<file path="src/rtl/mcycle_pkg.sv">
// Shared types and constants for the multi-cycle MUL/DIV unit and its decoder.
// The op encoding is part of the decoder contract and must not change.
package mcycle_pkg;

  typedef enum logic [1:0] {
    IDLE = 2'd0,
    BUSY = 2'd1,
    DONE = 2'd2
  } mcycle_state_t;

  localparam logic MCYCLE_OP_MUL = 1'b0;
  localparam logic MCYCLE_OP_DIV = 1'b1;

  // Iteration counter width; WIDTH-1 must be representable.
  function automatic int cnt_width(input int w);
    return (w <= 2) ? 1 : $clog2(w);
  endfunction

endpackage

</file>
<file path="src/rtl/mcycle_if.sv">
// Decoder <-> multi-cycle unit start/done handshake bundle.
// Start is a level request held until Done; Busy/Done are registered Moore outputs.
interface mcycle_if #(
  parameter int WIDTH = 32
);
  logic             Start;
  logic             MCycleOp;
  logic [WIDTH-1:0] Operand1;
  logic [WIDTH-1:0] Operand2;
  logic [WIDTH-1:0] Result1;
  logic [WIDTH-1:0] Result2;
  logic             Busy;
  logic             Done;

  modport master (
    output Start, MCycleOp, Operand1, Operand2,
    input  Result1, Result2, Busy, Done
  );

  modport slave (
    input  Start, MCycleOp, Operand1, Operand2,
    output Result1, Result2, Busy, Done
  );
endinterface

</file>
<file path="src/rtl/mcycle_divstep.sv">
// One combinational restoring-division step: trial-subtract divisor from the shifted remainder.
// Zero latency; no handshake (pure datapath, used only when MCYCLE_DIV_EN is defined).
module mcycle_divstep #(
  parameter int WIDTH = 32
) (
  input  logic [WIDTH:0]   part_rem,
  input  logic [WIDTH-1:0] divisor,
  output logic [WIDTH-1:0] next_rem,
  output logic             q_bit
);
  logic [WIDTH:0] diff;

  // The kept remainder is always below the divisor, so WIDTH bits suffice.
  assign diff     = part_rem - {1'b0, divisor};
  assign q_bit    = ~diff[WIDTH];
  assign next_rem = q_bit ? diff[WIDTH-1:0] : part_rem[WIDTH-1:0];
endmodule

</file>
<file path="src/rtl/mcycle.sv">
// Multi-cycle unsigned MUL (shift-add) / DIV (restoring, only with MCYCLE_DIV_EN), one bit per cycle.
// Latency WIDTH+1 from the Start edge; Start ignored outside IDLE, single-cycle Done pulse.
module mcycle
  import mcycle_pkg::*;
#(
  parameter int WIDTH = 32
) (
  input logic     CLK,
  input logic     RESET,
  mcycle_if.slave mc
);
  localparam int             CW   = cnt_width(WIDTH);
  localparam int             AW   = 2 * WIDTH;
  localparam logic [CW-1:0]  LAST = CW'(WIDTH - 1);

  mcycle_state_t    state;
  logic [CW-1:0]    cnt;
  logic             op_q;
  logic [WIDTH-1:0] a_q;
  logic [WIDTH-1:0] b_q;
  logic [AW-1:0]    acc;
  logic             busy_q;
  logic             done_q;
  logic [WIDTH-1:0] res1_q;
  logic [WIDTH-1:0] res2_q;

  // MUL: a_q is the fixed multiplicand, b_q shifts the multiplier out LSB-first.
  logic [WIDTH:0]   upper_sum;
  logic [AW-1:0]    acc_nxt;

  assign upper_sum = {1'b0, acc[AW-1:WIDTH]} + {1'b0, {WIDTH{b_q[0]}} & a_q};
  assign acc_nxt   = AW'({upper_sum, acc[WIDTH-1:0]} >> 1);

  logic [WIDTH-1:0] div_r1;
  logic [WIDTH-1:0] div_r2;

`ifdef MCYCLE_DIV_EN
  // DIV: a_q shifts the dividend out MSB-first, b_q holds the divisor.
  logic [WIDTH-1:0] rem_q;
  logic [WIDTH-1:0] rem_nxt;
  logic [WIDTH-1:0] quo_q;
  logic [WIDTH-1:0] quo_nxt;
  logic             q_bit;

  mcycle_divstep #(.WIDTH(WIDTH)) u_divstep (
    .part_rem ({rem_q, a_q[WIDTH-1]}),
    .divisor  (b_q),
    .next_rem (rem_nxt),
    .q_bit    (q_bit)
  );

  assign quo_nxt = {quo_q[WIDTH-2:0], q_bit};
  assign div_r1  = quo_nxt;
  assign div_r2  = rem_nxt;
`else
  assign div_r1  = '0;
  assign div_r2  = '0;
`endif

  always_ff @(posedge CLK) begin
    if (RESET) begin
      state  <= IDLE;
      cnt    <= '0;
      op_q   <= MCYCLE_OP_MUL;
      a_q    <= '0;
      b_q    <= '0;
      acc    <= '0;
      busy_q <= 1'b0;
      done_q <= 1'b0;
      res1_q <= '0;
      res2_q <= '0;
`ifdef MCYCLE_DIV_EN
      rem_q  <= '0;
      quo_q  <= '0;
`endif
    end else begin
      case (state)
        IDLE: begin
          if (mc.Start) begin
            state  <= BUSY;
            busy_q <= 1'b1;
            op_q   <= mc.MCycleOp;
            a_q    <= mc.Operand1;
            b_q    <= mc.Operand2;
            acc    <= '0;
            cnt    <= '0;
`ifdef MCYCLE_DIV_EN
            rem_q  <= '0;
            quo_q  <= '0;
`endif
          end
        end
        BUSY: begin
          cnt <= cnt + 1'b1;
          if (op_q == MCYCLE_OP_MUL) begin
            acc <= acc_nxt;
            b_q <= b_q >> 1;
          end
`ifdef MCYCLE_DIV_EN
          else begin
            rem_q <= rem_nxt;
            quo_q <= quo_nxt;
            a_q   <= a_q << 1;
          end
`endif
          // Results capture the final iteration's next-state values directly.
          if (cnt == LAST) begin
            state  <= DONE;
            busy_q <= 1'b0;
            done_q <= 1'b1;
            res1_q <= (op_q == MCYCLE_OP_MUL) ? acc_nxt[WIDTH-1:0] : div_r1;
            res2_q <= (op_q == MCYCLE_OP_MUL) ? acc_nxt[AW-1:WIDTH] : div_r2;
          end
        end
        DONE: begin
          state  <= IDLE;
          done_q <= 1'b0;
        end
        default: begin
          state  <= IDLE;
          busy_q <= 1'b0;
          done_q <= 1'b0;
        end
      endcase
    end
  end

  assign mc.Busy    = busy_q;
  assign mc.Done    = done_q;
  assign mc.Result1 = res1_q;
  assign mc.Result2 = res2_q;

endmodule

</file>
<file path="src/flat_wrapper.sv">
// flat-port wrapper written by rule: the top's interface ports become plain ports
module mcycle_flat import mcycle_pkg::*;
#(
  parameter int WIDTH = 32
)
  (CLK, RESET, mc_Start, mc_MCycleOp, mc_Operand1, mc_Operand2, mc_Result1, mc_Result2, mc_Busy, mc_Done);
  mcycle_if #(.WIDTH(WIDTH)) mc_i ();
  input logic CLK;
  input logic RESET;
  input wire logic [$bits(mc_i.Start)-1:0] mc_Start;
  input wire logic [$bits(mc_i.MCycleOp)-1:0] mc_MCycleOp;
  input wire logic [$bits(mc_i.Operand1)-1:0] mc_Operand1;
  input wire logic [$bits(mc_i.Operand2)-1:0] mc_Operand2;
  output wire logic [$bits(mc_i.Result1)-1:0] mc_Result1;
  output wire logic [$bits(mc_i.Result2)-1:0] mc_Result2;
  output wire logic [$bits(mc_i.Busy)-1:0] mc_Busy;
  output wire logic [$bits(mc_i.Done)-1:0] mc_Done;
  assign mc_i.Start = mc_Start;
  assign mc_i.MCycleOp = mc_MCycleOp;
  assign mc_i.Operand1 = mc_Operand1;
  assign mc_i.Operand2 = mc_Operand2;
  assign mc_Result1 = mc_i.Result1;
  assign mc_Result2 = mc_i.Result2;
  assign mc_Busy = mc_i.Busy;
  assign mc_Done = mc_i.Done;
  mcycle #(.WIDTH(WIDTH)) u_core (.CLK(CLK), .RESET(RESET), .mc(mc_i));
endmodule
</file>
<file path="config.mk">
export PLATFORM = sky130hd
export DESIGN_NAME = mcycle_flat
export DESIGN_NICKNAME = d
export VERILOG_FILES = /design/src/rtl/mcycle_pkg.sv /design/src/rtl/mcycle_if.sv /design/src/rtl/mcycle_divstep.sv /design/src/rtl/mcycle.sv /design/src/flat_wrapper.sv
export SDC_FILE = /design/constraint.sdc
export NUM_CORES = 1
export LEC_CHECK = 0
export CAP_MARGIN = 5
export CELL_PAD_IN_SITES_DETAIL_PLACEMENT = 1
export CELL_PAD_IN_SITES_GLOBAL_PLACEMENT = 2
export CORE_MARGIN = 1
export CORE_UTILIZATION = 25
export DETAILED_ROUTE_END_ITERATION = 8
export GPL_ROUTABILITY_DRIVEN = 0
export PLACE_DENSITY = 0.65
export SKIP_LAST_GASP = 1
export SYNTH_ARGS = -nofsm -noshare
export SYNTH_HDL_FRONTEND = slang
export SYNTH_SLANG_ARGS = --single-unit
</file>
<file path="constraint.sdc">
create_clock -name CLK -period 2.5 [get_ports CLK]
set_clock_uncertainty 0.2 [all_clocks]
set_input_delay 0.5 -clock CLK [delete_from_list [all_inputs] [get_ports CLK]]
set_output_delay 0.5 -clock CLK [all_outputs]
set_load 0.005 [all_outputs]
</file>
==> results.yml, run 1 <==
outcome:
  outcome: "complete, but fails checks"
  violations: "negative setup slack"
detailed_routing:
  first_pass_iters: 4
  num_vias: 8463
  wl_um: 31140
  drc_errors: 0
  wl_per_cell_um: 17.70
  ant_nets: 0
  viasPerCell: 4.811
  dr.first_iter.drc_count: 340
synthesis:
  postSynthCellCount: 1060
  synth_edf_count: 0
  ys_seq_area_share_pct: 45.12
  synth_seq_cells: 201
  ys.flop_type: "dfxtp_1"
  synth_fp_nets: 1163
  ys_async_sr_fraction_pct: 0
  syn_area_per_cell_sq_um: 8.413
  synth_cell_types: 54
  ys_warn_count: 0
  synth_area_sq_um: 8917
place:
  placed_cells: 1699
  hpwl_um: 21140
  place_ws_ns: -0.5017
  io_buffers: 133
critical_path:
  start_kind: "register"
  critPathBufInv: 3
  r2r_cells: 12
  crit_family: "compound AO/OA/AOI/OAI gates"
  crit_required_ns: 2.72
  rrSetupSlack_ns: -0.40
  cp_slowest_cell: "dfxtp_4"
  crit_arrival_ns: 3.11
  r2r-end: "u_core.acc[61]"
  crit_top_cell: "buf_6"
  crit_chain: "buf_6, buf_6, and2_4, ha_4, a21o_1, a32oi_2, buf_4, a2111o_1, nand3_4, o31a_1, xor2_1, a22o_1"
  r2r-start: "u_core.b_q[0]"
  crit_path_max_incr_delay_ns: 0.39
  crit_path_end_kind: "register"
  critPathKind: "reg2reg"
  crit_fanout: 6
hold_path:
  hp-class: "in2reg"
  min_to: "u_core.mc.Result2[7]"
  holdPathStages: 2
  hold_path.startpoint: "RESET"
floorplanning:
  fp.coreArea_sq_um: 34800
  die_y_um: 190.9
  rows: 68
  die_area_sq_um: 36430
  io_pins: 134
  die_x_um: 190.9
  initial_core_util_pct: 25.63
timing:
  hold_violations: 0
  setup_ws_ns: -0.3964
  slew_headroom_pct: 61.21
  finalCritPeriodShare_pct: 115.9
  setup_viol: 48
  hold_ws_ns: 0.1770
  finalCriticalPeriod_ns: 2.896
  max_freq_ghz: 0.3453
  slew_violations: 0
  tightest_slew_ns: 0.5811
  rsz0062_at_grt: "true"
finish:
  mostFrequentLayoutCell: "dfxtp_1"
  nets: 1392
  final_cell_mix: "dfxtp_1, nand2_1, nor2_1"
  fill_cells: 3984
  stdcell_count: 1759
  drive_gt1_share_pct: 25.00
  diodes: 0
  utilization_pct: 39.00
  areaGrowthSynthToFinish_pct: 52.18
clock_network:
  cts-htree-levels: 1
  clkSlewWorstSetupHoldPaths_ns: 0.06
  cts_tree: "done"
  cts_hold_buffers: 0
  cts_buffers: 24
  cts_sinks: 201
  clkLatencyLatePin_ns: 0.54
  cts.path.max_buffers: 3
  cts_root_buf: "clkbuf_16"
grt:
  met2_usage_pct: 28.73
  met1_usage_pct: 20.11
  grt_antenna_before_repair: 1
  grt_max_degree: 101
  top_usage_layer: "met2"
  grt_use_met3_pct: 3.533
  grt-ovfl-total: 0
  first_global_vias: 8793
  grt_usage_pct: 16.37
  grt_pass1_wl_um: 47600
power:
  worst_ir_drop_vdd_mv: 0.4475
  cellLeakagePower_uw: 0.005297
  power.density_nw_per_um2: 550.7
run:
  drv_cap: 0
## repair_timing
item,4_1_cts,5_1_grt
setup buffers,2,20
setup endpoints to repair,54,85
pin swaps,10,57
gates resized for setup,29,134
gates cloned,0,0
hold endpoints to repair,0,0
## power breakdown
group / switching (uW) / leakage (uW) / internal (uW)
clock: 1420 / 0.000365 / 1910
combinational: 430 / 0.00330 / 342
sequential: 65.0 / 0.00163 / 3300
total: 1920 / 0.00530 / 5560
## synth_stat cells (9+ instances only)
cell / instances / area (sq um)
dfxtp_1: 201 / 4024
nand2_1: 176 / 660.6
nor2_1: 147 / 551.8
a21oi_1: 84 / 420.4
a22oi_1: 76 / 570.6
clkbuf_1: 68 / 255.2
ha_1: 34 / 425.4
a22o_1: 31 / 271.5
a311oi_1: 31 / 271.5
and2_1: 31 / 193.9
o21ai_0: 30 / 150.1
xnor2_1: 17 / 148.9
a21o_1: 12 / 90.09
nor3_1: 12 / 60.06
xor2_1: 12 / 105.1
inv_1: 9 / 33.78
## cell type report
cell class                      count  area, sq um  share of cell area [%]
Sequential cell                   201         4028                   29.68
Inverter                            9        33.78                  0.2489
Tap cell                          455        569.3                   4.195
Clock buffer                       32        640.6                   4.721
Multi-Input combinational cell    775         5615                   41.38
Timing Repair Buffer              278         2585                   19.05
Clock inverter                      9        98.84                  0.7284
## how the worst max path moves through the flow
stage,start,end,slack (ns),cells past startpoint
floorplan,u_core.b_q[0],u_core.acc[63],-0.03,11
global placement,u_core.b_q[0],u_core.mc.Result2[31],-0.47,11
detailed placement,u_core.b_q[0],u_core.acc[63],-0.50,11
CTS,u_core.b_q[0],u_core.acc[47],-0.38,12
global route,u_core.b_q[0],u_core.mc.Result2[30],-0.49,11
finish,u_core.b_q[0],u_core.acc[61],-0.40,12
## cells by family (layout without fill, tap and decap cells)
logic type,count (synthesis),after routing,share of synthesized area (%)
AOI/OAI and AO/OA,310,310,24.37
xor gates and xnor gates,29,29,2.848
adders and majority gates,35,35,4.995
buffers and inverters,84,328,3.606
DFF,201,201,45.12
muxes,1,1,0.1263
and+or+nand+nor,400,400,18.93
## state kept, by name (all words and copies together), names as in the netlist
name / cells
u_core.a_q: 32
u_core.acc: 63
u_core.b_q: 32
u_core.cnt: 5
u_core.mc.Busy: 1
u_core.mc.Done: 1
u_core.mc.Result1: 32
u_core.mc.Result2: 32
u_core.op_q: 1
u_core.state: 2
## through the flow
stage,power [uW],setup TNS [ns],instance area [sq um]
2_1_floorplan,3818,-0.05570,9239
3_3_place_gp,4154,-15.06,11890
3_5_place_dp,4166,-16.39,11890
4_1_cts,7568,-12.56,12790
5_1_grt,7821,-17.69,13570
6_report,7473,-12.43,13570
## metal layers
metal | routed length, um | share of wire [%]
met5 | 11 | 0.035
met4 | 755 | 2.4
met3 | 1430 | 4.6
met1 | 13780 | 44
met2 | 15170 | 49
Power figures use the tool's default switching activity.
==> run 2: changes to the inputs <==
--- a/config.mk
+++ b/config.mk
@@ -6,9 +6,9 @@
 export NUM_CORES = 1
 export LEC_CHECK = 0
 export CAP_MARGIN = 5
-export CELL_PAD_IN_SITES_DETAIL_PLACEMENT = 1
+export CELL_PAD_IN_SITES_DETAIL_PLACEMENT = 0
 export CELL_PAD_IN_SITES_GLOBAL_PLACEMENT = 2
-export CORE_MARGIN = 1
+export CORE_MARGIN = 8
 export CORE_UTILIZATION = 25
 export DETAILED_ROUTE_END_ITERATION = 8
 export GPL_ROUTABILITY_DRIVEN = 0
==> results.yml, run 2 (synthesis gave the netlist of run 1 again) <==
outcome:
  outcome: "complete, but fails checks"
  violations: "negative setup slack"
detailed_routing:
  num_vias: 8257
  wl_um: 29510
  dr_wl_met2_um: 13950
  wl_per_cell_um: 16.86
  ant_nets: 0
  drc_errors: 0
  dr.first_iter.drc_count: 327
  wl_met3_um: 1376
  top_layer: "met5"
  first_pass_iters: 5
  viasPerCell: 4.718
  wl_met1_um: 13280
finish:
  diodes: 0
  final_cell_mix: "dfxtp_1, nand2_1, nor2_1"
  nets: 1377
  drive_gt1_share_pct: 22.19
  largest_reg_flops: 63
  multiInputGateArea_sq_um: 5383
  regMostFlops: "u_core.acc"
  fill_cells: 3649
  areaGrowthSynthToFinish_pct: 47.68
  mostFrequentLayoutCell: "dfxtp_1"
  seq_area_sq_um: 4028
grt:
  grt_usage_pct: 13.69
  grt_max_degree: 149
  first_global_vias: 8423
  grt-ovfl-total: 0
  grt_pass1_wl_um: 46620
  grt_antenna_before_repair: 1
timing:
  rsz0062_at_grt: "true"
  finalCriticalPeriod_ns: 2.775
  setup_viol: 46
  setup_ws_ns: -0.2747
  slew_violations: 0
  hold_violations: 0
  max_freq_ghz: 0.3604
  hold_ws_ns: 0.09995
  finalCritPeriodShare_pct: 111.0
  slew_headroom_pct: 22.74
  tightest_slew_ns: 1.156
critical_path:
  crit_arrival_ns: 3.00
  critPathBufInv: 2
  crit_path_end_kind: "register"
  crit_top_cell: "o211ai_1"
  crit_family: "compound AO/OA/AOI/OAI gates"
  crit_chain: "buf_12, and2_4, ha_4, o211ai_1, a21oi_4, buf_6, o211ai_1, nand3_4, o31a_1, xor2_2, a22o_1"
  crit_fanout: 20
  crit_required_ns: 2.72
  start_kind: "register"
  rrSetupSlack_ns: -0.27
  crit_path_max_incr_delay_ns: 0.36
  critPathKind: "reg2reg"
  cp_slowest_cell: "dfxtp_4"
power:
  power.density_nw_per_um2: 566.2
  power.total_uw: 7456
  worst_ir_drop_vdd_mv: 0.4920
  cellLeakagePower_uw: 0.005107
clock_network:
  clkLatencyLatePin_ns: 0.54
  cts_buffers: 25
  cts-htree-levels: 1
  cts_tree: "done"
  cts_sinks: 201
  cts_root_buf: "clkbuf_16"
  cts_hold_buffers: 0
  cts.path.max_buffers: 3
  clkSlewWorstSetupHoldPaths_ns: 0.06
floorplanning:
  die_area_sq_um: 41970
  rows: 69
  die_y_um: 204.9
  initial_core_util_pct: 25.25
  die_x_um: 204.9
  fp.coreArea_sq_um: 35310
  io_pins: 134
place:
  io_buffers: 133
  hpwl_um: 20370
hold_path:
  hp-class: "in2reg"
run:
  drv_cap: 0
## run 2: power by group
group | total, uW | internal (uW) | switching, uW
Clock | 3370 | 1950 | 1420
Combinational | 723 | 307 | 416
Sequential | 3360 | 3300 | 58.0
## run 2: layout make-up
| cell class | instances | area share (%) |
|---|---|---|
| multi-input combinational | 775 | 40.87 |
| sequential | 201 | 30.58 |
| timing repair buffer | 262 | 18.12 |
| clock buffer | 33 | 5.283 |
| tap | 461 | 4.380 |
| clock inverter | 9 | 0.5036 |
| inverter | 9 | 0.2565 |
## run 2: path summary, 6_finish.rpt
kind	start	end	cells after the start
worst max-delay path	u_core.b_q[0]	u_core.mc.Result2[29]	11
worst min-delay path	RESET	u_core.acc[36]	2
worst max register to register	u_core.b_q[0]	u_core.mc.Result2[29]	11
worst min register to register	u_core.mc.Result2[23]	u_core.mc.Result2[23]	2
## run 2: stage by stage
stage / worst slack [ns] / std cells / util, % / instance area [sq um] / setup TNS (ns)
after CTS: -0.2764 / 1744 / 36.74 / 12970 / -8.275
after global placement: -0.3117 / 1698 / 33.42 / 11800 / -12.00
after global routing: -0.3765 / 1750 / 37.29 / 13170 / -11.99
final: -0.2747 / 1750 / 37.29 / 13170 / -6.339
after floorplan: -0.02785 / 1060 / - / 9239 / -0.05570
after detailed placement: -0.3386 / 1698 / 33.42 / 11800 / -13.40
## run 2: worst reg2reg max path, stage by stage (launching register included)
cell	delay, ns
dfxtp_4	0.36
buf_12	0.15
and2_4	0.17
ha_4	0.22
o211ai_1	0.27
a21oi_4	0.06
buf_6	0.13
o211ai_1	0.30
nand3_4	0.14
o31a_1	0.29
xor2_2	0.17
a22o_1	0.20
## run 2: per-layer routing
metal / global-route usage (%) / vias to the layer above
met5: 0 / -
met4: 3.983 / 2
met3: 3.273 / 50
met2: 23.45 / 137
met1: 16.84 / 3876
li1: - / 4192
## run 2: timing repair
action / CTS / global route
setup endpoints to repair: 52 / 54
buffers inserted: 5 / 7
pin swaps: 19 / 29
gates resized for setup: 71 / 35
==> run 3: changes to the inputs <==
--- a/config.mk
+++ b/config.mk
@@ -8,11 +8,11 @@
 export CAP_MARGIN = 5
 export CELL_PAD_IN_SITES_DETAIL_PLACEMENT = 0
 export CELL_PAD_IN_SITES_GLOBAL_PLACEMENT = 2
-export CORE_MARGIN = 8
+export CORE_MARGIN = 2
 export CORE_UTILIZATION = 25
 export DETAILED_ROUTE_END_ITERATION = 8
 export GPL_ROUTABILITY_DRIVEN = 0
-export PLACE_DENSITY = 0.65
+export PLACE_DENSITY = 0.62
 export SKIP_LAST_GASP = 1
 export SYNTH_ARGS = -nofsm -noshare
 export SYNTH_HDL_FRONTEND = slang
==> constraint.sdc (replaced) <==
create_clock -name CLK -period 3.6 [get_ports CLK]
set_clock_uncertainty 0.2 [all_clocks]
set_input_delay 0.72 -clock CLK [delete_from_list [all_inputs] [get_ports CLK]]
set_output_delay 0.72 -clock CLK [all_outputs]
set_load 0.005 [all_outputs]
==> results.yml, run 3 (synthesis gave the netlist of run 1 again) <==
outcome:
  outcome: "finished, final reports clean"
place:
  place_ws_ns: 0.5215
  io_buffers: 133
  hpwl_um: 19240
grt:
  grt_max_degree: 111
  grt_pass1_wl_um: 44660
  first_global_vias: 7821
  grt_antenna_before_repair: 0
  grt_usage_pct: 15.18
  grt-ovfl-total: 0
critical_path:
  crit_required_ns: 3.83
  critPathKind: "reg2reg"
  start_kind: "register"
  crit_arrival_ns: 3.28
  crit_path_end_kind: "register"
  crit_fanout: 16
finish:
  mostFrequentLayoutCell: "dfxtp_1"
  drive_gt1_share_pct: 7.795
  regMostFlops: "u_core.acc"
  areaGrowthSynthToFinish_pct: 30.71
  seq_area_sq_um: 4024
  nets: 1277
  diodes: 0
  multiInputGateArea_sq_um: 4634
  final_cell_mix: "dfxtp_1, nand2_1, nor2_1"
  largest_reg_flops: 63
  fill_cells: 3724
timing:
  hold_violations: 0
  setup_tns_ns: 0
  finalCriticalPeriod_ns: 3.055
  setup_ws_ns: 0.5445
  finalCritPeriodShare_pct: 84.87
  max_freq_ghz: 0.3273
  rsz0062_at_grt: "false"
  setup_viol: 0
  tightest_slew_ns: 0.7425
  slew_violations: 0
  slew_headroom_pct: 50.31
floorplanning:
  io_pins: 134
  initial_core_util_pct: 25.25
  die_x_um: 192.9
  die_area_sq_um: 37200
  die_y_um: 192.9
  fp.coreArea_sq_um: 35310
  rows: 69
detailed_routing:
  first_pass_iters: 5
  ant_nets: 0
  num_vias: 7904
  wl_per_cell_um: 17.08
  viasPerCell: 4.779
  dr.first_iter.drc_count: 488
  wl_um: 28240
  drc_errors: 0
power:
  worst_ir_drop_vdd_mv: 0.3035
  cellLeakagePower_uw: 0.004460
  power.total_uw: 5317
  power.density_nw_per_um2: 456.1
run:
  drv_cap: 0
clock_network:
  cts_root_buf: "clkbuf_16"
  cts.path.max_buffers: 3
  cts_setup_buffers: 0
  cts_hold_buffers: 0
  cts_sinks: 201
  cts_buffers: 25
  cts_tree: "done"
  clkSlewWorstSetupHoldPaths_ns: 0.06
  cts_resized: 0
  cts-htree-levels: 1
  clkLatencyLatePin_ns: 0.54
hold_path:
  hp-class: "reg2reg"
-- run 3: cell types whose count changed in the layout (fill, tap and decap cells not counted), moves of 14 or more --
| cell | delta |
|---|---|
| ha_1 | +23 |
| o21ai_0 | +16 |
| a21oi_2 | -14 |
| buf_4 | -89 |
| a21oi_1 | +19 |
| ha_4 | -21 |
-- run 3: layout make-up --
class | count | area share [%]
inverters | 9 | 0.2898
clock inverters | 11 | 1.073
well taps | 461 | 4.948
multi-input cells | 775 | 39.76
repair buffers | 162 | 13.37
clock buffers | 35 | 6.033
flip-flops and latches | 201 | 34.52
-- run 3: worst max-delay path: stages, from the launching register on --
cell and delay, ns:
dfxtp_1 0.31, buf_4 0.19, and2_1 0.18, ha_1 0.31
a21oi_1 0.27, o21ai_1 0.20, a31oi_1 0.32, o21ai_1 0.23
a31o_2 0.35, xor2_1 0.17, a22o_1 0.21
-- run 3: final timing paths --
| kind | from | to | slack (ns) | cells past startpoint |
|---|---|---|---|---|
| max reg2reg | u_core.b_q[0] | u_core.acc[56] | 0.54 | 10 |
| max | u_core.b_q[0] | u_core.acc[56] | 0.54 | 10 |
| min | u_core.a_q[26] | u_core.a_q[26] | 0.25 | 2 |
| min reg2reg | u_core.a_q[26] | u_core.a_q[26] | 0.25 | 2 |
-- run 3: stage by stage --
step / instance area (sq um) / util (%) / hold WS, ns / cells
2_1_floorplan: 8917 / - / 0.2287 / 1060
6_report: 11660 / 33.01 / 0.2508 / 1654
5_1_grt: 11660 / 33.01 / 0.2720 / 1654
3_5_place_dp: 10830 / 30.67 / 0.2452 / 1608
4_1_cts: 11660 / 33.01 / 0.2534 / 1654
3_3_place_gp: 10830 / 30.67 / 0.2420 / 1608
-- run 3: per-layer routing --
metal / track usage, % / wire (um)
met1: 20.73 / 13550
met2: 24.80 / 12930
met3: 2.655 / 1233
met4: 3.582 / 524
met5: 0 / 0
-- run 3: power breakdown --
part           internal (uW)  total [uW]  switching, uW
Clock                   1510        2530           1020
Sequential              2290        2330           40.2
Combinational            174         448            274
Total                   3980        5320           1340
